--- src/rtl/aoc_tx_pkg.sv ---
// rtl/aoc_tx_pkg.sv - shared constants and BCD helpers for the score UART transmitter
package aoc_tx_pkg;

    localparam logic [7:0] ASCII_ZERO = 8'h30;
    localparam logic [7:0] ASCII_CR   = 8'h0D;
    localparam logic [7:0] ASCII_LF   = 8'h0A;
    localparam int         NUM_DIGITS = 10;
    localparam int         BCD_W      = 40;

    localparam logic [1:0] ST_IDLE    = 2'd0;
    localparam logic [1:0] ST_CONVERT = 2'd1;
    localparam logic [1:0] ST_SEND    = 2'd2;

    // Double-dabble correction: any digit >= 5 would exceed 9 after the
    // following shift, so bias it by 3 to carry correctly into the next digit.
    function automatic logic [BCD_W-1:0] bcd_adjust(input logic [BCD_W-1:0] bcd);
        logic [BCD_W-1:0] r;
        r = bcd;
        for (int i = 0; i < NUM_DIGITS; i++) begin
            if (bcd[4*i +: 4] >= 4'd5) begin
                r[4*i +: 4] = bcd[4*i +: 4] + 4'd3;
            end
        end
        return r;
    endfunction

    // Index of the most significant nonzero digit; 0 when the value is zero,
    // so the least significant digit is always sent.
    function automatic logic [3:0] msd_index(input logic [BCD_W-1:0] bcd);
        logic [3:0] idx;
        idx = 4'd0;
        for (int i = 0; i < NUM_DIGITS; i++) begin
            if (bcd[4*i +: 4] != 4'd0) begin
                idx = 4'(i);
            end
        end
        return idx;
    endfunction

    function automatic logic [3:0] digit_at(input logic [BCD_W-1:0] bcd, input logic [3:0] idx);
        logic [3:0] d;
        d = 4'd0;
        for (int i = 0; i < NUM_DIGITS; i++) begin
            if (idx == 4'(i)) begin
                d = bcd[4*i +: 4];
            end
        end
        return d;
    endfunction

endpackage

--- src/rtl/uart_tx_byte.sv ---
// rtl/uart_tx_byte.sv - 8N1 UART byte serialiser with zero-gap back-to-back framing
//
// Ports:
//   clk, rst        clock, synchronous active-high reset
//   byte_valid_i    a byte is offered on byte_data_i
//   byte_data_i     byte to frame, sent LSB first
//   ready_o         byte is taken this cycle if byte_valid_i is high
//   tx_o            registered serial line, idles high
//
// A byte is accepted one cycle before its start bit appears on tx_o. While a
// frame is active, ready_o rises only in the final cycle of the stop bit, so a
// byte offered then starts its start bit immediately after the stop bit.
module uart_tx_byte #(
    parameter int CLKS_PER_BIT = 4
) (
    input  logic       clk,
    input  logic       rst,
    input  logic       byte_valid_i,
    input  logic [7:0] byte_data_i,
    output logic       ready_o,
    output logic       tx_o
);

    localparam int              CNT_W    = (CLKS_PER_BIT > 1) ? $clog2(CLKS_PER_BIT) : 1;
    localparam logic [CNT_W-1:0] CNT_LAST = CNT_W'(CLKS_PER_BIT - 1);

    logic             active_q, active_d;
    logic [CNT_W-1:0] cnt_q,    cnt_d;
    logic [3:0]       bit_q,    bit_d;     // 0 start, 1..8 data, 9 stop
    logic [7:0]       shift_q,  shift_d;
    logic             tx_q,     tx_d;

    logic bit_end;
    logic frame_end;
    logic load;

    assign bit_end   = (cnt_q == CNT_LAST);
    assign frame_end = active_q && bit_end && (bit_q == 4'd9);
    assign ready_o   = !active_q || frame_end;
    assign load      = byte_valid_i && ready_o;
    assign tx_o      = tx_q;

    always_comb begin
        active_d = active_q;
        cnt_d    = cnt_q;
        bit_d    = bit_q;
        shift_d  = shift_q;
        tx_d     = tx_q;
        if (load) begin
            active_d = 1'b1;
            cnt_d    = '0;
            bit_d    = 4'd0;
            shift_d  = byte_data_i;
            tx_d     = 1'b0;
        end else if (frame_end) begin
            active_d = 1'b0;
            cnt_d    = '0;
            bit_d    = 4'd0;
            tx_d     = 1'b1;
        end else if (active_q) begin
            if (bit_end) begin
                cnt_d = '0;
                bit_d = bit_q + 4'd1;
                if (bit_q < 4'd8) begin
                    tx_d    = shift_q[0];
                    shift_d = {1'b0, shift_q[7:1]};
                end else begin
                    tx_d = 1'b1;
                end
            end else begin
                cnt_d = cnt_q + CNT_W'(1);
            end
        end
    end

    always_ff @(posedge clk) begin
        if (rst) begin
            active_q <= 1'b0;
            cnt_q    <= '0;
            bit_q    <= 4'd0;
            shift_q  <= 8'd0;
            tx_q     <= 1'b1;
        end else begin
            active_q <= active_d;
            cnt_q    <= cnt_d;
            bit_q    <= bit_d;
            shift_q  <= shift_d;
            tx_q     <= tx_d;
        end
    end

endmodule

--- src/rtl/score_uart_tx.sv ---
// rtl/score_uart_tx.sv - 32-bit score to decimal ASCII over UART 8N1
//
// Ports:
//   clk, rst   clock, synchronous active-high reset
//   start      single-cycle request to send value (ignored while busy)
//   value      unsigned score, sampled when start is accepted
//   busy       high from the cycle after acceptance until transmission ends
//   done       one-cycle pulse after the last stop bit
//   tx         UART line, idles high
//
// Optional build macro: SCORE_TX_NEWLINE_EN appends CR, LF after the digits.
//
// Flow: IDLE -> CONVERT (32 double-dabble iterations) -> SEND -> IDLE.
// The first character is handed to the UART during the last CONVERT cycle,
// using the BCD result being produced that cycle, so its start bit lands in
// the first SEND cycle.
module score_uart_tx
    import aoc_tx_pkg::*;
#(
    parameter int CLKS_PER_BIT = 4,
    parameter int VALUE_W      = 32
) (
    input  logic               clk,
    input  logic               rst,
    input  logic               start,
    input  logic [VALUE_W-1:0] value,
    output logic               busy,
    output logic               done,
    output logic               tx
);

    logic [1:0]         state_q, state_d;
    logic [VALUE_W-1:0] bin_q,   bin_d;
    logic [BCD_W-1:0]   bcd_q,   bcd_d;
    logic [4:0]         iter_q,  iter_d;
    logic [3:0]         dig_q,   dig_d;    // digit index of the frame in flight
    logic               done_q,  done_d;
`ifdef SCORE_TX_NEWLINE_EN
    logic [1:0]         nl_q,    nl_d;     // 0 digits, 1 CR in flight, 2 LF in flight
`endif

    logic [BCD_W+VALUE_W-1:0] dd_shift;
    logic [BCD_W-1:0]         bcd_next;
    logic [VALUE_W-1:0]       bin_next;
    logic [3:0]               first_dig;

    logic       byte_valid;
    logic [7:0] byte_data;
    logic       tx_ready;

    assign dd_shift  = {bcd_adjust(bcd_q), bin_q} << 1;
    assign bcd_next  = dd_shift[BCD_W+VALUE_W-1 -: BCD_W];
    assign bin_next  = dd_shift[VALUE_W-1:0];
    assign first_dig = msd_index(bcd_next);

    always_comb begin
        state_d    = state_q;
        bin_d      = bin_q;
        bcd_d      = bcd_q;
        iter_d     = iter_q;
        dig_d      = dig_q;
        done_d     = 1'b0;
`ifdef SCORE_TX_NEWLINE_EN
        nl_d       = nl_q;
`endif
        byte_valid = 1'b0;
        byte_data  = ASCII_ZERO;
        case (state_q)
            ST_IDLE: begin
                if (start) begin
                    bin_d   = value;
                    bcd_d   = '0;
                    iter_d  = 5'd0;
                    state_d = ST_CONVERT;
                end
            end
            ST_CONVERT: begin
                bin_d  = bin_next;
                bcd_d  = bcd_next;
                iter_d = iter_q + 5'd1;
                if (iter_q == 5'd31) begin
                    byte_valid = 1'b1;
                    byte_data  = ASCII_ZERO + {4'd0, digit_at(bcd_next, first_dig)};
                    dig_d      = first_dig;
`ifdef SCORE_TX_NEWLINE_EN
                    nl_d       = 2'd0;
`endif
                    state_d    = ST_SEND;
                end
            end
            ST_SEND: begin
                // In SEND the UART is always mid-frame, so ready means the
                // current stop bit is in its final cycle.
                if (tx_ready) begin
                    if (dig_q != 4'd0
`ifdef SCORE_TX_NEWLINE_EN
                        && nl_q == 2'd0
`endif
                    ) begin
                        byte_valid = 1'b1;
                        byte_data  = ASCII_ZERO + {4'd0, digit_at(bcd_q, dig_q - 4'd1)};
                        dig_d      = dig_q - 4'd1;
                    end
`ifdef SCORE_TX_NEWLINE_EN
                    else if (nl_q == 2'd0) begin
                        byte_valid = 1'b1;
                        byte_data  = ASCII_CR;
                        nl_d       = 2'd1;
                    end else if (nl_q == 2'd1) begin
                        byte_valid = 1'b1;
                        byte_data  = ASCII_LF;
                        nl_d       = 2'd2;
                    end
`endif
                    else begin
                        done_d  = 1'b1;
                        state_d = ST_IDLE;
                    end
                end
            end
            default: state_d = ST_IDLE;
        endcase
    end

    always_ff @(posedge clk) begin
        if (rst) begin
            state_q <= ST_IDLE;
            bin_q   <= '0;
            bcd_q   <= '0;
            iter_q  <= 5'd0;
            dig_q   <= 4'd0;
            done_q  <= 1'b0;
`ifdef SCORE_TX_NEWLINE_EN
            nl_q    <= 2'd0;
`endif
        end else begin
            state_q <= state_d;
            bin_q   <= bin_d;
            bcd_q   <= bcd_d;
            iter_q  <= iter_d;
            dig_q   <= dig_d;
            done_q  <= done_d;
`ifdef SCORE_TX_NEWLINE_EN
            nl_q    <= nl_d;
`endif
        end
    end

    uart_tx_byte #(
        .CLKS_PER_BIT(CLKS_PER_BIT)
    ) u_uart (
        .clk         (clk),
        .rst         (rst),
        .byte_valid_i(byte_valid),
        .byte_data_i (byte_data),
        .ready_o     (tx_ready),
        .tx_o        (tx)
    );

    assign busy = (state_q != ST_IDLE);
    assign done = done_q;

endmodule
--- config.mk ---
export PLATFORM = sky130hd
export DESIGN_NAME = score_uart_tx
export DESIGN_NICKNAME = d
export VERILOG_FILES = /design/src/rtl/aoc_tx_pkg.sv /design/src/rtl/uart_tx_byte.sv /design/src/rtl/score_uart_tx.sv
export SDC_FILE = /design/constraint.sdc
export NUM_CORES = 1
export LEC_CHECK = 0
export ABC_AREA = 1
export CORE_AREA = 3 3 113 115
export CTS_CLUSTER_DIAMETER = 200
export CTS_CLUSTER_SIZE = 8
export DETAILED_ROUTE_END_ITERATION = 8
export DIE_AREA = 0 0 116 118
export GPL_ROUTABILITY_DRIVEN = 0
export PLACE_DENSITY = 0.77
export SKIP_CTS_REPAIR_TIMING = 1
export SLEW_MARGIN = 25
export SYNTH_ARGS = -nofsm -noshare
export SYNTH_HDL_FRONTEND = slang
export SYNTH_HIERARCHICAL = 1
export SYNTH_SLANG_ARGS = --single-unit
--- constraint.sdc ---
create_clock -name clk -period 2.71 [get_ports clk]
set_input_delay 0.813 -clock clk [delete_from_list [all_inputs] [get_ports clk]]
set_output_delay 0.813 -clock clk [all_outputs]
set_load 0.005 [all_outputs]
* Word level (Yosys, flattened, before mapping) *
Cells that the tools add are included.

word-level totals
  bits of input ports = 35
  register bits after elaboration = 100
  output and inout bits = 3

cells by class
  $add $sub $neg = 16
  reduce and logical (&&, ||, !) cells = 35
  bitwise gates (word level) = 2
  multiplexer cells = 81
  magnitude comparators = 11
  equal/unequal tests = 29

operators with widths
  kind                 count
  $mux 4               45
  $pmux 40 s2          1
  $pmux 32 s2          1
  $ge 4x3->1 const B   10
  $mux 40              1
  $mux 8               5
  $reduce_bool 4->1    10
  $add 4x2->4 const B  9
  $eq 4x3->1 const B   8
  $mux 32              1
  $mux 7               3
  $eq 4x4->1 const B   5
  $eq 4x2->1 const B   4
  $add 6x4->7 const A  2
  $pmux 7 s2           1
  $reduce_bool 2->1    7
  $mux 1               12
  $reduce_and 4->1     3
  $mux 2               5
  $ne 2x2->1 const B   5
  $pmux 5 s2           1
  $eq 4x1->1 const B   2
  $logic_not 4->1      2
  $pmux 4 s2           1
  22 further kinds     30

* Depth between registers and ports, before layout *
Gate-level depths: netlist of the first run.

  depth in word-level cells = 29
  mapped depth = 33
  gate-level depth less buffers = 33

* Cells and area by module *
The synthesis of the first run kept the hierarchy.

modules (own cells, without submodules)
  module         sequential area each (um2)  cells an instance  area each (um2)  times used
  score_uart_tx  1681.6                      892                5759.3           1
  uart_tx_byte   320.3                       105                770.7            1

* Worst setup path after synthesis of the first run *
OpenSTA, ideal clock, no wires.

  path kind = flip-flop to flip-flop
  from = reg bcd_q[24]
  to = reg u_uart.shift_q[3]
  cell stages (with the launch flop) = 29
  library setup time = 0.064 ns
  data required time = 2.646 ns
  arrival time = 2.651 ns
  path buffers = 0
  path slack = -0.005 ns
  clock period less this slack = 2.715 ns
  cell sequence = dfxtp_1 > inv_1 > ha_1 > inv_1 > nand2_1 > nand3b_4 > nand2_1 > o21ai_2 > nand2_1 > nor3_2 > and2_4 > nand2_1 > nand2_4 > nor2_4 > nand2_1 > inv_1 > a21oi_1 > nand2_1 > nand2_1 > nand2_1 > nand2_1 > nand2_1 > nand2_1 > nand2_1 > a21oi_2 > nand3_1 > nand2_1 > nor2_1 > nor2_1

between the ends
  longest elaborated chain between the ends = 24

ends and longest elaborated chain
  what                                       RTL line                            source
  from (decl)                                score_uart_tx.sv:34                 logic [BCD_W-1:0] bcd_q, bcd_d;
  from (signal assigned)                     score_uart_tx.sv:129                bcd_q <= '0;
  from (signal assigned)                     score_uart_tx.sv:139                bcd_q <= bcd_d;
  $add 4x2->4 or $ge 4x3->1 (tied branches)  aoc_tx_pkg.sv:21, aoc_tx_pkg.sv:20
  $mux 4                                     aoc_tx_pkg.sv:20                    if (bcd[4*i +: 4] >= 4'd5) begin
  $reduce_bool 4->1                          aoc_tx_pkg.sv:33                    if (bcd[4*i +: 4] != 4'd0) begin
  $mux 4 (4 in a row)                        aoc_tx_pkg.sv:33
  $logic_not 4->1                            aoc_tx_pkg.sv:44                    if (idx == 4'(i)) begin
  $mux 4 (10 in a row)                       aoc_tx_pkg.sv:44
  $mux 4                                     score_uart_tx.sv:81                 if (iter_q == 5'd31) begin
  $mux 4                                     score_uart_tx.sv:68                 case (state_q)
  $add 6x4->7                                score_uart_tx.sv:83                 byte_data = ASCII_ZERO + {4'd0, digit_at(bcd_next, first_dig)};
  $mux 7                                     score_uart_tx.sv:81
  $pmux 7 s2 (*)                             score_uart_tx.sv:68
  via byte_data[3]                           score_uart_tx.sv:48                 logic [7:0] byte_data;
  $mux 8 (*)                                 uart_tx_byte.sv:49                  if (load) begin
  to (signal assigned)                       uart_tx_byte.sv:87                  shift_q <= shift_d;
  to (decl)                                  uart_tx_byte.sv:30                  logic [7:0] shift_q, shift_d;

Mark *: on every way through the listed nets, which the timed path passes. The rest lies on a longest branch. The select of a mux whose other input is x is not followed.
A chain may end at the register's enable or synchronous reset.

* Worst setup path in the final report of the first run *
  from = reg bcd_q[20]
  to = reg u_uart.shift_q[3]

between the ends
  longest elaborated chain between the ends = 25

ends and longest elaborated chain
  what                                       RTL line
  $add 4x2->4 or $ge 4x3->1 (tied branches)  aoc_tx_pkg.sv:21, aoc_tx_pkg.sv:20
  $mux 4                                     aoc_tx_pkg.sv:20
  $reduce_bool 4->1                          aoc_tx_pkg.sv:33
  $mux 4 (5 in a row)                        aoc_tx_pkg.sv:33
  $logic_not 4->1                            aoc_tx_pkg.sv:44
  $mux 4 (10 in a row)                       aoc_tx_pkg.sv:44
  $mux 4                                     score_uart_tx.sv:81
  $mux 4                                     score_uart_tx.sv:68
  $add 6x4->7                                score_uart_tx.sv:83
  $mux 7                                     score_uart_tx.sv:81
  $pmux 7 s2 (*)                             score_uart_tx.sv:68
  via byte_data[3]                           score_uart_tx.sv:48
  $mux 8 (*)                                 uart_tx_byte.sv:49

Marked as above.

==> results of run 1 <==
## registers in the layout, indices dropped and copies added (netlist names), 2 cells and up
signal,cells
bcd_q,40
bin_q,32
dig_q,4
iter_q,5
state_q,2
u_uart/bit_q,4
u_uart/cnt_q,2
u_uart/shift_q,8
## power by group through the flow
stage / sequential (µW) / clock [µW] / combinational (µW)
finish: 1760 / 1420 / 1610
global route: 1780 / 1490 / 1790
CTS: 1760 / 1430 / 1580
detailed placement: 1790 / 0 / 1570
global placement: 1790 / 0 / 1560
floorplan: 1770 / 0 / 1060
## critical path: cells and delay by family (launching register included)
kind	cells	cell delay (ps)
adders and majority gates	1	130
and+or+nand+nor	23	2110
buffers and inverters	3	240
AOI/OAI and AO/OA	2	180
DFF	1	350
## metrics by stage
stage / util / power (µW) / std cells
finish: 0.718 / 4790 / 1290
global route: 0.718 / 5060 / 1290
CTS: 0.680 / 4770 / 1272
detailed placement: 0.652 / 3360 / 1256
global placement: 0.652 / 3340 / 1256
floorplan: - / 2830 / 999
## synthesized netlist by cell type, types with 10 or more instances
cell,count
nand3_1,47
ha_1,32
inv_2,17
nor2_1,54
nand2_1,310
o211ai_1,11
a21oi_1,80
xor2_1,11
dfxtp_1,100
nand2_2,10
inv_1,119
a31oi_1,32
o21ai_0,40
clkbuf_1,28
nor3_1,11
## cell type report
cell class	instances	area, µm²
inverter	138	532
clock inverter	5	83.8
timing repair buffer	158	1300
clock buffer	11	243
fill	938	3350
multi-input combinational	731	4200
sequential	100	2020
tap	147	184
## path summary, 6_finish.rpt
path | startpoint | end | slack (ps) | cells after the start
hold / removal | bin_q[0]$_SDFFE_PP0P_ | bin_q[0]$_SDFFE_PP0P_ | 460 | 2
setup reg to reg | bcd_q[20]$_SDFFE_PP0P_ | u_uart/shift_q[3]$_SDFFE_PP0P_ | -350 | 29
setup / recovery | bcd_q[20]$_SDFFE_PP0P_ | u_uart/shift_q[3]$_SDFFE_PP0P_ | -350 | 29
hold reg to reg | bin_q[0]$_SDFFE_PP0P_ | bin_q[0]$_SDFFE_PP0P_ | 460 | 2
## cells by family (layout without fill, tap and decap cells)
logic type | count (synthesis) | in the layout
xor gates and xnor gates | 14 | 14
buffers and inverters | 168 | 312
DFF | 100 | 100
and+or+nand+nor | 479 | 479
AOI/OAI and AO/OA | 202 | 202
other | 2 | 4
adders and majority gates | 32 | 32
## per-layer routing
layer	track usage	up-vias
met1	0.331	3112
met2	0.388	216
li1	-	3497
met5	0	-
met4	0.0827	0
met3	0.0344	34
==> metrics.txt, run 1 <==
status=complete, but fails checks; violated checks=setup timing; # nets final=1205; vias in the first global route=6104; largest net degree at the start of global routing=50; wl on met1=7730 µm; max-cap check violation count=0; dominant synthesized flop cell=dfxtp_1; Final ANT Viol Nets=0; die area=about 0.014 mm²; commonest non-fill, non-tap cells in the layout=nand2_1, buf_4, inv_1; Vias=between 6000 and 7000; share of layout cells above drive strength 1=0.251; Root Driver=clkbuf_16; port bufs=37; met3 wire len=slightly below 1000 µm; synth warn=6; met2 wire len=8190 µm; Power Internal=around 3000 µW; largest area contributor in the netlist=dfxtp_1; crit path DAT=approximately 3400 ps; final hold slack=464 ps; First-pass DRT Iterations=5; Pleak=just under 0.004 µW; CTS sink count=100; clock tree buffer depth=2; Sw Ratio=0.367; max-slew violation count=0; clock-pin slew on the worst setup and hold paths=70 ps; distinct cell type count after synthesis=50; final setup margin=-348 ps; worst-margin pin slew=585 ps; Clock Power Share=0.297; pwr dens=around 560 mW/mm²; Setup CP Type=flop to flop; switching power=around 1800 µW; Seq/Total Area, Yosys=0.307; top cells by area, synth=dfxtp_1, nand2_1, inv_1; drt initial violations=~530; first-pass GRT wire length=27100 µm; main combinational cell family by area after synthesis=simple AND/OR/NAND/NOR gates; top cell type's share of synthesized area=0.307; CP max FO=4; Compound-Gate Fraction of Synth Area=0.180; WL final=between 15000 and 20000 µm; Peak VDD IR=around 0.00094 V; post-synthesis mux area share=0; Critical Path Max Stage Delay=~350 ps; fin crit share=1.13; Comb power frac=0.336; worst skew pair latency=~360 ps; Critical Path RT=3010 ps; antenna violations before repair=0; crit-path most repeated cell=nand2_1; post-route cell area=about 0.0086 mm²; Tmin final=~3000 ps; core area=0.0119 mm²; Antenna Cells=0; gr usage total=0.242; sequential share of power=0.367; Synth Area in Simple Gates=0.329; Hold Fails Final Rpt=0; total CTS buffers=9; Total Neg Setup Slack=-1320 ps; DR top layer=met4; Async SR Flop Fraction=0; Setup Viol. Count Final=4; vias per cell=about 5.3; Worst Skew=10.7 ps; CP max stage cell=dfxtp_2; die width=116 µm; Post-Place Cell Area=slightly below 0.008 mm²; startpoint types=flop; Starting Density=0.548; Post-Syn Area per Cell=~6.5 µm²; hpwl dp=~12000 µm; Remaining DRCs=0; area delta synth->final=31.1%; total grt overflow=0; Crit. End Element=flop; Gate Count Post-Synth=around 1000; Seq cells post-synth=100; f_max=approximately 330 MHz; RSZ-0062 raised after global routing=true; io pins=38; EDFF count, synth=0; relative slew slack=0.610; DP Worst Slack=-325 ps; commonest non-fill, non-tap cell in the layout=nand2_1; site row count=40; synthesized area=around 0.0065 mm²; DR WL/cell=approximately 13 µm; Hold WC Path Type=flop to flop; Synth Area in XOR/XNOR=0.0211; H-tree depth=3; CTS tree=done; die height=118 µm; Synth Area in Adders=0.0613
Power figures use the tool's default switching activity.
==> run 2, diff against run 1 <==
--- a/config.mk
+++ b/config.mk
@@ -12,6 +12,7 @@
 export DETAILED_ROUTE_END_ITERATION = 8
 export DIE_AREA = 0 0 116 118
 export GPL_ROUTABILITY_DRIVEN = 0
+export HOLD_SLACK_MARGIN = 0.03
 export PLACE_DENSITY = 0.77
 export SKIP_CTS_REPAIR_TIMING = 1
 export SLEW_MARGIN = 25
==> results of run 2 <==
Same layout as run 1: the final DEF is identical, and so are final timing and power.
==> run 3, diff against run 2 <==
--- a/config.mk
+++ b/config.mk
@@ -15,7 +15,7 @@
 export HOLD_SLACK_MARGIN = 0.03
 export PLACE_DENSITY = 0.77
 export SKIP_CTS_REPAIR_TIMING = 1
-export SLEW_MARGIN = 25
+export SLEW_MARGIN = 0
 export SYNTH_ARGS = -nofsm -noshare
 export SYNTH_HDL_FRONTEND = slang
 export SYNTH_HIERARCHICAL = 1
==> results of run 3 <==
Same layout as run 1: the final DEF is identical, and so are final timing and power.
